<file path="config.mk">
export PLATFORM = sky130hd
export DESIGN_NAME = add_operand_sequencer
export DESIGN_NICKNAME = d
export VERILOG_FILES = /design/src/rtl/add_operand_sequencer.sv
export SDC_FILE = /design/constraint.sdc
export NUM_CORES = 1
export LEC_CHECK = 0
export CAP_MARGIN = 10
export CORE_ASPECT_RATIO = 0.75
export CORE_UTILIZATION = 35
export CTS_BUF_LIST = sky130_fd_sc_hd__clkbuf_2
export CTS_CLUSTER_DIAMETER = 60
export DETAILED_ROUTE_END_ITERATION = 8
export GPL_TIMING_DRIVEN = 0
export PLACE_DENSITY = 0.72
export SYNTH_ARGS = -nofsm -noshare
export SYNTH_HDL_FRONTEND = slang
export SYNTH_SLANG_ARGS = --single-unit
export TNS_END_PERCENT = 1
</file>
<file path="constraint.sdc">
create_clock -name clk -period 2.9 [get_ports clk]
set_input_delay 0.29 -clock clk [delete_from_list [all_inputs] [get_ports clk]]
set_output_delay 0.29 -clock clk [all_outputs]
set_load 0.005 [all_outputs]
</file>
<file path="src/rtl/add_operand_sequencer.sv">
// Operand sequencer for an external combinational 16-bit adder: latches operands,
// waits SETTLE_CYCLES, captures the result and holds it until consumed.
// Optional `ADDSEQ_OVF_EN adds an out_ovf signed-overflow flag captured with the sum.
module add_operand_sequencer #(
  parameter int SETTLE_CYCLES = 2
) (
  input  logic        clk,
  input  logic        rst_n,
  input  logic        in_valid,
  output logic        in_ready,
  input  logic [15:0] in_a,
  input  logic [15:0] in_b,
  input  logic        in_cin,
  output logic [15:0] add_a,
  output logic [15:0] add_b,
  output logic        add_cin,
  input  logic [15:0] add_sum,
  input  logic        add_cout,
  output logic        out_valid,
  input  logic        out_ready,
  output logic [15:0] out_sum,
  output logic        out_cout,
  output logic [7:0]  op_count
`ifdef ADDSEQ_OVF_EN
  ,
  output logic        out_ovf
`endif
);

  localparam int SETTLE_EFF = (SETTLE_CYCLES < 1)  ? 1  :
                              (SETTLE_CYCLES > 15) ? 15 : SETTLE_CYCLES;
  localparam logic [3:0] SETTLE_LOAD = 4'(SETTLE_EFF - 1);

  typedef enum logic [1:0] {IDLE, SETTLE, RESP} state_t;

  state_t      state_q, state_d;
  logic [3:0]  cnt_q, cnt_d;
  logic [15:0] add_a_q, add_a_d, add_b_q, add_b_d;
  logic        add_cin_q, add_cin_d;
  logic [15:0] out_sum_q, out_sum_d;
  logic        out_cout_q, out_cout_d;
  logic        out_valid_q, out_valid_d;
  logic        in_ready_q, in_ready_d;
  logic [7:0]  op_count_q, op_count_d;
`ifdef ADDSEQ_OVF_EN
  logic        out_ovf_q, out_ovf_d;
`endif

  always_comb begin
    state_d    = state_q;
    cnt_d      = cnt_q;
    add_a_d    = add_a_q;
    add_b_d    = add_b_q;
    add_cin_d  = add_cin_q;
    out_sum_d  = out_sum_q;
    out_cout_d = out_cout_q;
    op_count_d = op_count_q;
`ifdef ADDSEQ_OVF_EN
    out_ovf_d  = out_ovf_q;
`endif
    case (state_q)
      IDLE: begin
        if (in_valid) begin
          add_a_d   = in_a;
          add_b_d   = in_b;
          add_cin_d = in_cin;
          cnt_d     = SETTLE_LOAD;
          state_d   = SETTLE;
        end
      end
      SETTLE: begin
        // The adder has seen stable operands for SETTLE_EFF cycles when the count hits zero.
        if (cnt_q == 4'd0) begin
          out_sum_d  = add_sum;
          out_cout_d = add_cout;
`ifdef ADDSEQ_OVF_EN
          out_ovf_d  = (add_a_q[15] == add_b_q[15]) && (add_sum[15] != add_a_q[15]);
`endif
          state_d    = RESP;
        end else begin
          cnt_d = cnt_q - 4'd1;
        end
      end
      RESP: begin
        if (out_ready) begin
          op_count_d = op_count_q + 8'd1;
          state_d    = IDLE;
        end
      end
      default: state_d = IDLE;
    endcase
    in_ready_d  = (state_d == IDLE);
    out_valid_d = (state_d == RESP);
  end

  always_ff @(posedge clk) begin
    if (!rst_n) begin
      state_q     <= IDLE;
      cnt_q       <= 4'd0;
      add_a_q     <= 16'd0;
      add_b_q     <= 16'd0;
      add_cin_q   <= 1'b0;
      out_sum_q   <= 16'd0;
      out_cout_q  <= 1'b0;
      out_valid_q <= 1'b0;
      in_ready_q  <= 1'b1;
      op_count_q  <= 8'd0;
`ifdef ADDSEQ_OVF_EN
      out_ovf_q   <= 1'b0;
`endif
    end else begin
      state_q     <= state_d;
      cnt_q       <= cnt_d;
      add_a_q     <= add_a_d;
      add_b_q     <= add_b_d;
      add_cin_q   <= add_cin_d;
      out_sum_q   <= out_sum_d;
      out_cout_q  <= out_cout_d;
      out_valid_q <= out_valid_d;
      in_ready_q  <= in_ready_d;
      op_count_q  <= op_count_d;
`ifdef ADDSEQ_OVF_EN
      out_ovf_q   <= out_ovf_d;
`endif
    end
  end

  assign in_ready  = in_ready_q;
  assign add_a     = add_a_q;
  assign add_b     = add_b_q;
  assign add_cin   = add_cin_q;
  assign out_valid = out_valid_q;
  assign out_sum   = out_sum_q;
  assign out_cout  = out_cout_q;
  assign op_count  = op_count_q;
`ifdef ADDSEQ_OVF_EN
  assign out_ovf   = out_ovf_q;
`endif

endmodule

</file>
Word level (Yosys, flattened, before mapping):

Cells that the tools add are included.
W data, S select, Z words.

* equal/unequal tests: 5
* reduce and logical (&&, ||, !) cells: 8
* $add $sub $neg: 2
* multiplexer cells: 7

Operators by type and width (number)
* $add A8 B1 Y8 const B: 1
* $mux W4: 2
* $pmux W4 S2: 1
* $mux W2: 3
* $pmux W2 S3: 1
* $reduce_and A2 Y1: 3
* $eq A2 B2 Y1 const B: 2
* $logic_not A2 Y1: 2
* $logic_not A4 Y1: 1
* $ne A2 B2 Y1 const B: 2
* $sub A4 B1 Y4 const B: 1
* $reduce_and A3 Y1: 1
* $eq A2 B1 Y1 const B: 1
* $reduce_bool A2 Y1: 1

* logic and storage cells: 32
* output and inout bits: 60
* register bits after elaboration: 66
* bits of input ports: 54

Logic depth before layout (Yosys ltp):

Gate-level depths: netlist of the first run.

* depth after elaboration: 4
* mapped depth: 7
* gate-level depth less buffers: 5

Worst setup path before layout of the first run:

OpenSTA, ideal clock, no wires.

* path kind: register -> register
* start: register cnt_q[0]
* end: register out_sum_q[10] (netlist: out_sum[10])
* buffers on the path: 2
* data arrival time: 1.480 ns
* setup time: 0.132 ns
* cell stages (with the launch flop): 8
* slack: 1.287 ns
* cell sequence: dfxtp_1 -> inv_1 -> ha_1 -> or3b_2 -> clkbuf_1 -> clkbuf_1 -> o21ai_0 -> a21oi_1

* cells in the longest elaborated chain, start to end: 2

Ends and longest elaborated chain
* start: declaration: line 37 `logic [3:0] cnt_q, cnt_d;`
* start signal: assignment: line 113 `cnt_q <= cnt_d;`
* $logic_not A4 Y1: line 73 `if (cnt_q == 4'd0) begin`
* $reduce_and A2 Y1 (no source line)
* end signal: assignment: line 117 `out_sum_q <= out_sum_d;`
* end: declaration: line 40 `logic [15:0] out_sum_q, out_sum_d;`

No other way between the ends.
A chain may end at the register's enable or synchronous reset.

Final worst setup path of the first run:

* start: register cnt_q[0]
* end: register out_sum_q[12] (netlist: out_sum[12])

The elaborated chain is that of the path after synthesis.

==> flow_metrics.env, run 1 <==
export IMPL_postCtsSetupBuffers=0
export IMPL_drive_gt1_share_pct=7.26
export IMPL_worstHoldEndpoint="out_sum[0]"
export IMPL_track_usage_pct=18.0
export IMPL_path_delay_family="buffers and inverters"
export IMPL_worst_slack_ns=1.02
export IMPL_cts_buffers=9
export IMPL_fin_crit_sh_pct=64.7
export IMPL_setup_tns_ns=0
export IMPL_crit_buf_inv=3
export IMPL_rsz0062_at_grt="no"
export IMPL_r2r_cells=7
export IMPL_clockBufferDepth=2
export IMPL_timing_rr_start="cnt_q[0]"
export IMPL_cp_slowest_cell="or3b_2"
export IMPL_pwr_share_clk_pct=26.5
export IMPL_r2r_end="out_sum[12]"
export IMPL_crit_chain="inv_1 > ha_1 > or3b_2 > clkbuf_1 > clkbuf_1 > o21ai_0 > a21oi_1"
export IMPL_r2r_slack_ns=1.02
export IMPL_fillCellCount=690
export IMPL_crit_top_cell="clkbuf_1"
export IMPL_power_density_nw_per_um2=493
export IMPL_final_max_slew_viol_count=0
export IMPL_ys_flop_type="dfxtp_1"
export IMPL_yosys_warnings=0
export IMPL_dp_slack_ns=0.946
export IMPL_core_sq_um=6860
export IMPL_synth_xor_area_share_pct=0.699
export IMPL_initialDrtViolationCount=68
export IMPL_fmax_mhz=533
export IMPL_vias_per_cell=4.72
export IMPL_cp_start_kind="register"
export IMPL_synth_simple_gate_area_share_pct=21.8
export IMPL_hold_class="input pin to register"
export IMPL_hold_viol_final=0
export IMPL_clk_pin_slew_ns=0.19
export IMPL_synth_compound_area_share_pct=18.2
export IMPL_crit_path_end_kind="register"
export IMPL_grt_pass1_vias=2175
export IMPL_cts_root_buf="clkbuf_2"
export IMPL_syn_to_final_growth_pct=54.0
export IMPL_min_period_ns=1.88
export IMPL_synthTopCellsByCount="nand2_1, dfxtp_1, a21oi_1"
export IMPL_synth_seq_cells=66
export IMPL_synth_seq_area_share_pct=52.7
export IMPL_status="complete, no violations"
export IMPL_cts_hold_buf=0
export IMPL_yosysMostFrequentCell="nand2_1"
export IMPL_cts_sinks=66
export IMPL_grt_overflow=0
export IMPL_yosysTopAreaCellShare_pct=52.7
export IMPL_cp_arrival_ns=2.23
export IMPL_grt_max_degree=11
export IMPL_synth_edf_count=0
export IMPL_worstMarginPinSlew_ns=0.521
export IMPL_place_hpwl_um=4860
export IMPL_max_slew_margin_pct=65.1
export IMPL_p_comb_share_pct=21.1
export IMPL_place_congestion=0.708
export IMPL_wire_per_inst_um=12.8
export IMPL_synthAdderAreaFrac_pct=0.999
export IMPL_synth_cells=299
export IMPL_cts_resized=0
export IMPL_max_stage_delay_ns=0.44
export IMPL_synth_top_family_by_area="simple AND/OR/NAND/NOR gates"
export IMPL_critical_path_required_ns=3.25
export IMPL_synthTopCellsByArea="dfxtp_1, a21oi_1, nand2_1, o21ai_0, nand3_1"
export IMPL_intPower_mw=1.38
export IMPL_htreeDepth=3
export IMPL_seqPwrFrac_pct=52.4
export IMPL_synth_mux_area_share_pct=0.399
export IMPL_p_leak_nw=1.40
export IMPL_dieArea_sq_um=7510
export IMPL_vias=2476
export IMPL_min_path_cells=3
export IMPL_setup_viol=0
export IMPL_synth_cell_types=31
export IMPL_clk_insertion_delay_late_ns=0.49
export IMPL_critical_path_class="register to register"
export IMPL_die_w_um=99.7
export IMPL_num_antenna_cells=0
export IMPL_drt_first_pass_iters=4
export IMPL_p_sw_share_pct=27.4
export IMPL_antenna_found_initial=0
export IMPL_io_pins=114
export IMPL_vdd_drop_max_mv=0.196
export IMPL_syn_area_per_cell_sq_um=8.38
export IMPL_min_delay_start="add_sum[0]"
export IMPL_p_sw_mw=0.521
export IMPL_netlist_area_sq_um=2510
export IMPL_detail_route_antenna_nets=0
export IMPL_synth_top_area_cell="dfxtp_1"
export IMPL_rows=26
export IMPL_cts_tree="done"
export IMPL_skew_ns=0.0236
export IMPL_portBuffers=113
export IMPL_start_util_pct=36.5
export IMPL_die_y_um=75.3
export IMPL_drc=0
export IMPL_grt_pass1_wl_um=10300
export IMPL_async_flop_share_pct=0
export IMPL_syn_nets=355
export IMPL_drv_cap=0
export IMPL_crit_path_max_fanout=10
export IMPL_final_nets=479
export IMPL_finalWirelength_um=6710
[per-stage QoR]
stage / cell area, sq um / power (mW) / std cells / util [%] / hold WS (ns)
global route: 3860 / 2.02 / 525 / 56.2 / 0.262
detailed placement: 3760 / 1.42 / 510 / 54.8 / 0.447
global placement: 3760 / 1.41 / 510 / 54.8 / 0.442
finish: 3860 / 1.90 / 525 / 56.2 / 0.330
floorplan: 2510 / 1.19 / 299 / - / 0.366
CTS: 3860 / 1.93 / 525 / 56.2 / 0.282
[worst min-delay path: stages]
cell,delay [ns]
clkdlybuf4s50_1,0.40
nand3_1,0.06
a21oi_1,0.05
[flip-flops by register name, summed over array words and instances, names as in the netlist]
name,flops
add_a,16
add_b,16
add_cin,1
cnt_q,4
in_ready,1
op_count,8
out_cout,1
out_sum,16
out_valid,1
state_q,2
[cells in the final DEF (no fill, tap or decap), drive strengths merged]
cell type / instances
o21a: 1
clkbuf: 21
nor2: 7
or4: 4
or3b: 2
nand3: 18
nand2b: 1
a31oi: 1
nand4b: 1
and2: 1
o21ai: 24
bufinv: 1
a21oi: 57
nor3b: 3
clkdlybuf4s15: 1
nand4: 2
or3: 5
a211oi: 2
nand2: 68
dfxtp: 66
inv: 4
ha: 2
nand3b: 1
mux2i: 1
o31ai: 2
o211ai: 1
nor2b: 1
clkdlybuf4s50: 113
clkinv: 3
xor2: 2
buf: 11
[metal layers]
layer	global-route usage, %	part of all wire [%]	up-vias	wire [um]
li1	-	-	1273	-
met1	23.3	47	1110	3150
met2	28.2	45	86	3020
met3	6.04	7.0	7	468
met4	6.86	1.0	0	68
met5	0	0	-	0
[worst max path at each step]
stage / startpoint / endpoint / slack [ns] / depth (start not counted)
floorplan: cnt_q[0] / out_sum[10] / 1.29 / 7
detailed placement: in_valid / add_b[7] / 0.95 / 6
finish: cnt_q[0] / out_sum[12] / 1.02 / 7
CTS: cnt_q[0] / out_sum[8] / 1.04 / 7
global route: cnt_q[0] / out_sum[12] / 0.85 / 7
global placement: in_valid / add_b[14] / 0.98 / 6
[power groups by stage]
stage	combinational, mW	clock (mW)	sequential [mW]
after floorplan	0.173	0	1.02
after global placement	0.397	0	1.01
after detailed placement	0.403	0	1.02
after CTS	0.405	0.530	0.997
after global routing	0.443	0.568	1.00
final	0.401	0.505	0.996
[logic make-up after synthesis]
family,after synthesis
muxes,1
AOI/OAI and AO/OA,88
DFF,66
and+or+nand+nor,114
adders and majority gates,2
xor gates and xnor gates,2
buffers and inverters,26
[cell type report]
| class | instances | area [sq um] | area share [%] |
|---|---|---|---|
| Multi-Input combinational cell | 207 | 1050 | 27.3 |
| Clock buffer | 11 | 55.1 | 1.43 |
| Sequential cell | 66 | 1320 | 34.2 |
| Timing Repair Buffer | 113 | 1130 | 29.3 |
| Inverter | 4 | 15.0 | 0.389 |
| Buffer | 22 | 115 | 2.98 |
| Clock inverter | 4 | 43.8 | 1.13 |
| Tap cell | 98 | 123 | 3.18 |
Power figures use the tool's default switching activity.
==> run 2, diff against run 1 <==
clock period = 1.8 ns   (was 2.9 ns; I/O delays follow)
==> run 2 against run 1 <==
  * Total power rose by 61%
  * Largest power group unchanged
  * Highest routed layer unchanged
  * Count of clock-buffer cells in the layout unchanged
  * Cell count is 0.38% lower
==> flow_metrics.env, run 2 (synthesis results as in run 1) <==
export IMPL_track_usage_pct=18.0
export IMPL_crit_path_end_kind="output port"
export IMPL_critical_path_class="register to output port"
export IMPL_portBuffers=113
export IMPL_cp_arrival_ns=1.48
export IMPL_route_layer_met1_wl_um=3190
export IMPL_dp_slack_ns=-0.0479
export IMPL_critical_path_required_ns=1.62
export IMPL_hold_class="input pin to register"
export IMPL_htreeDepth=3
export IMPL_r2r_cells=5
export IMPL_grt_overflow=0
export IMPL_cp_start_kind="register"
export IMPL_cts_tree="done"
export IMPL_final_max_slew_viol_count=0
export IMPL_max_stage_delay_ns=0.54
export IMPL_grt_pass1_vias=2169
export IMPL_wl_met3_um=432
export IMPL_worst_slack_ns=0.142
export IMPL_min_path_cells=3
export IMPL_drt_first_pass_iters=4
export IMPL_max_slew_margin_pct=65.4
export IMPL_post_route_cell_area_sq_um=3860
export IMPL_skew_ns=0.0193
export IMPL_cts_sinks=66
export IMPL_setup_tns_ns=0
export IMPL_top_layer="met4"
export IMPL_initialDrtViolationCount=63
export IMPL_wire_per_inst_um=12.8
export IMPL_crit_chain="clkdlybuf4s50_1"
export IMPL_place_congestion=0.708
export IMPL_rows=26
export IMPL_wl_met2_um=3010
export IMPL_rsz0062_at_grt="no"
export IMPL_placed_area_sq_um=3760
export IMPL_die_w_um=99.7
export IMPL_crit_path_max_fanout=7
export IMPL_status="complete, no violations"
export IMPL_syn_to_final_growth_pct=53.9
export IMPL_path_delay_family="buffers and inverters"
export IMPL_die_y_um=75.3
export IMPL_layout_commonest_cell="clkdlybuf4s50_1"
export IMPL_fmax_mhz=603
export IMPL_clk_insertion_delay_late_ns=0.48
export IMPL_placedCellCount=510
export IMPL_timing_rr_start="cnt_q[0]"
export IMPL_worstMarginPinSlew_ns=0.520
export IMPL_postCtsSetupBuffers=0
export IMPL_antenna_found_initial=0
export IMPL_finalWirelength_um=6690
export IMPL_drv_cap=0
export IMPL_detail_route_antenna_nets=0
export IMPL_min_delay_start="in_b[10]"
export IMPL_place_hpwl_um=4860
export IMPL_fin_crit_sh_pct=92.1
export IMPL_io_pins=114
export IMPL_r2r_end="out_sum[12]"
export IMPL_start_util_pct=36.5
export IMPL_clockBufferDepth=2
export IMPL_p_leak_nw=1.41
export IMPL_min_period_ns=1.66
export IMPL_hold_viol_final=0
export IMPL_crit_buf_inv=1
export IMPL_vias=2447
export IMPL_cp_slowest_cell="clkdlybuf4s50_1"
export IMPL_dieArea_sq_um=7510
export IMPL_core_sq_um=6860
export IMPL_drive_gt1_share_pct=7.76
export IMPL_setup_viol=0
export IMPL_drc=0
export IMPL_final_cells=523
export IMPL_cts_buffers=9
export IMPL_clk_pin_slew_ns=0.17
export IMPL_final_nets=477
export IMPL_num_antenna_cells=0
export IMPL_worstHoldEndpoint="add_b[10]"
export IMPL_path_depth=1
export IMPL_power_density_nw_per_um2=794
export IMPL_grt_max_degree=19
export IMPL_layout_cells_most_common_list="clkdlybuf4s50_1, nand2_1, dfxtp_1"
export IMPL_r2r_slack_ns=0.17
export IMPL_cts_root_buf="clkbuf_2"
export IMPL_grt_pass1_wl_um=10300
export IMPL_vias_per_cell=4.68
export IMPL_vdd_drop_max_mv=0.310
-- run 2: changes by cell type in the layout (fill, tap and decap cells not counted), sizes merged --
cell	before	now
clkbuf	21	19
-- run 2: final cells by class --
| type | instances | area, sq um |
|---|---|---|
| Buffer | 20 | 109 |
| Clock buffer | 11 | 55.1 |
| Clock inverter | 4 | 43.8 |
| Fill cell | 692 | 3010 |
| Inverter | 4 | 15.0 |
| Multi-Input combinational cell | 207 | 1060 |
| Sequential cell | 66 | 1320 |
| Tap cell | 98 | 123 |
| Timing Repair Buffer | 113 | 1130 |
-- run 2: repair_timing --
item / 4_1_cts / 5_1_grt
setup endpoints to repair: 10 / 19
hold buffers: 0 / 0
pin swaps: 0 / 0
resized for setup: 0 / 3
-- run 2: where the power goes --
| group | leakage (nW) | switching, mW | internal, mW |
|---|---|---|---|
| Clock | 0.0692 | 0.496 | 0.317 |
| Combinational | 0.799 | 0.290 | 0.353 |
| Sequential | 0.539 | 0.0508 | 1.55 |
-- run 2: worst max path at each step --
| stage | startpoint | endpoint | slack, ns |
|---|---|---|---|
| after detailed placement | cnt_q[0] | out_sum[8] | -0.05 |
| after global placement | in_valid | add_b[14] | -0.01 |
| final | op_count[3] | op_count[3] | 0.14 |
| after floorplan | cnt_q[0] | out_sum[10] | 0.19 |
| after CTS | cnt_q[0] | out_sum[15] | 0.01 |
| after global routing | op_count[3] | op_count[3] | 0.01 |
-- run 2: per-stage QoR --
stage,hold WS (ns),power [mW],util [%]
after global placement,0.442,2.27,54.8
after global routing,0.152,3.24,56.2
after floorplan,0.256,1.92,-
after CTS,0.172,3.11,56.2
after detailed placement,0.447,2.29,54.8
final,0.227,3.06,56.2
-- run 2: metal layers --
| layer | vias up | global-route usage (%) |
|---|---|---|
| li1 | 1267 | - |
| met1 | 1095 | 23.2 |
| met2 | 80 | 28.2 |
| met3 | 5 | 6.04 |
| met4 | 0 | 6.86 |
| met5 | - | 0 |
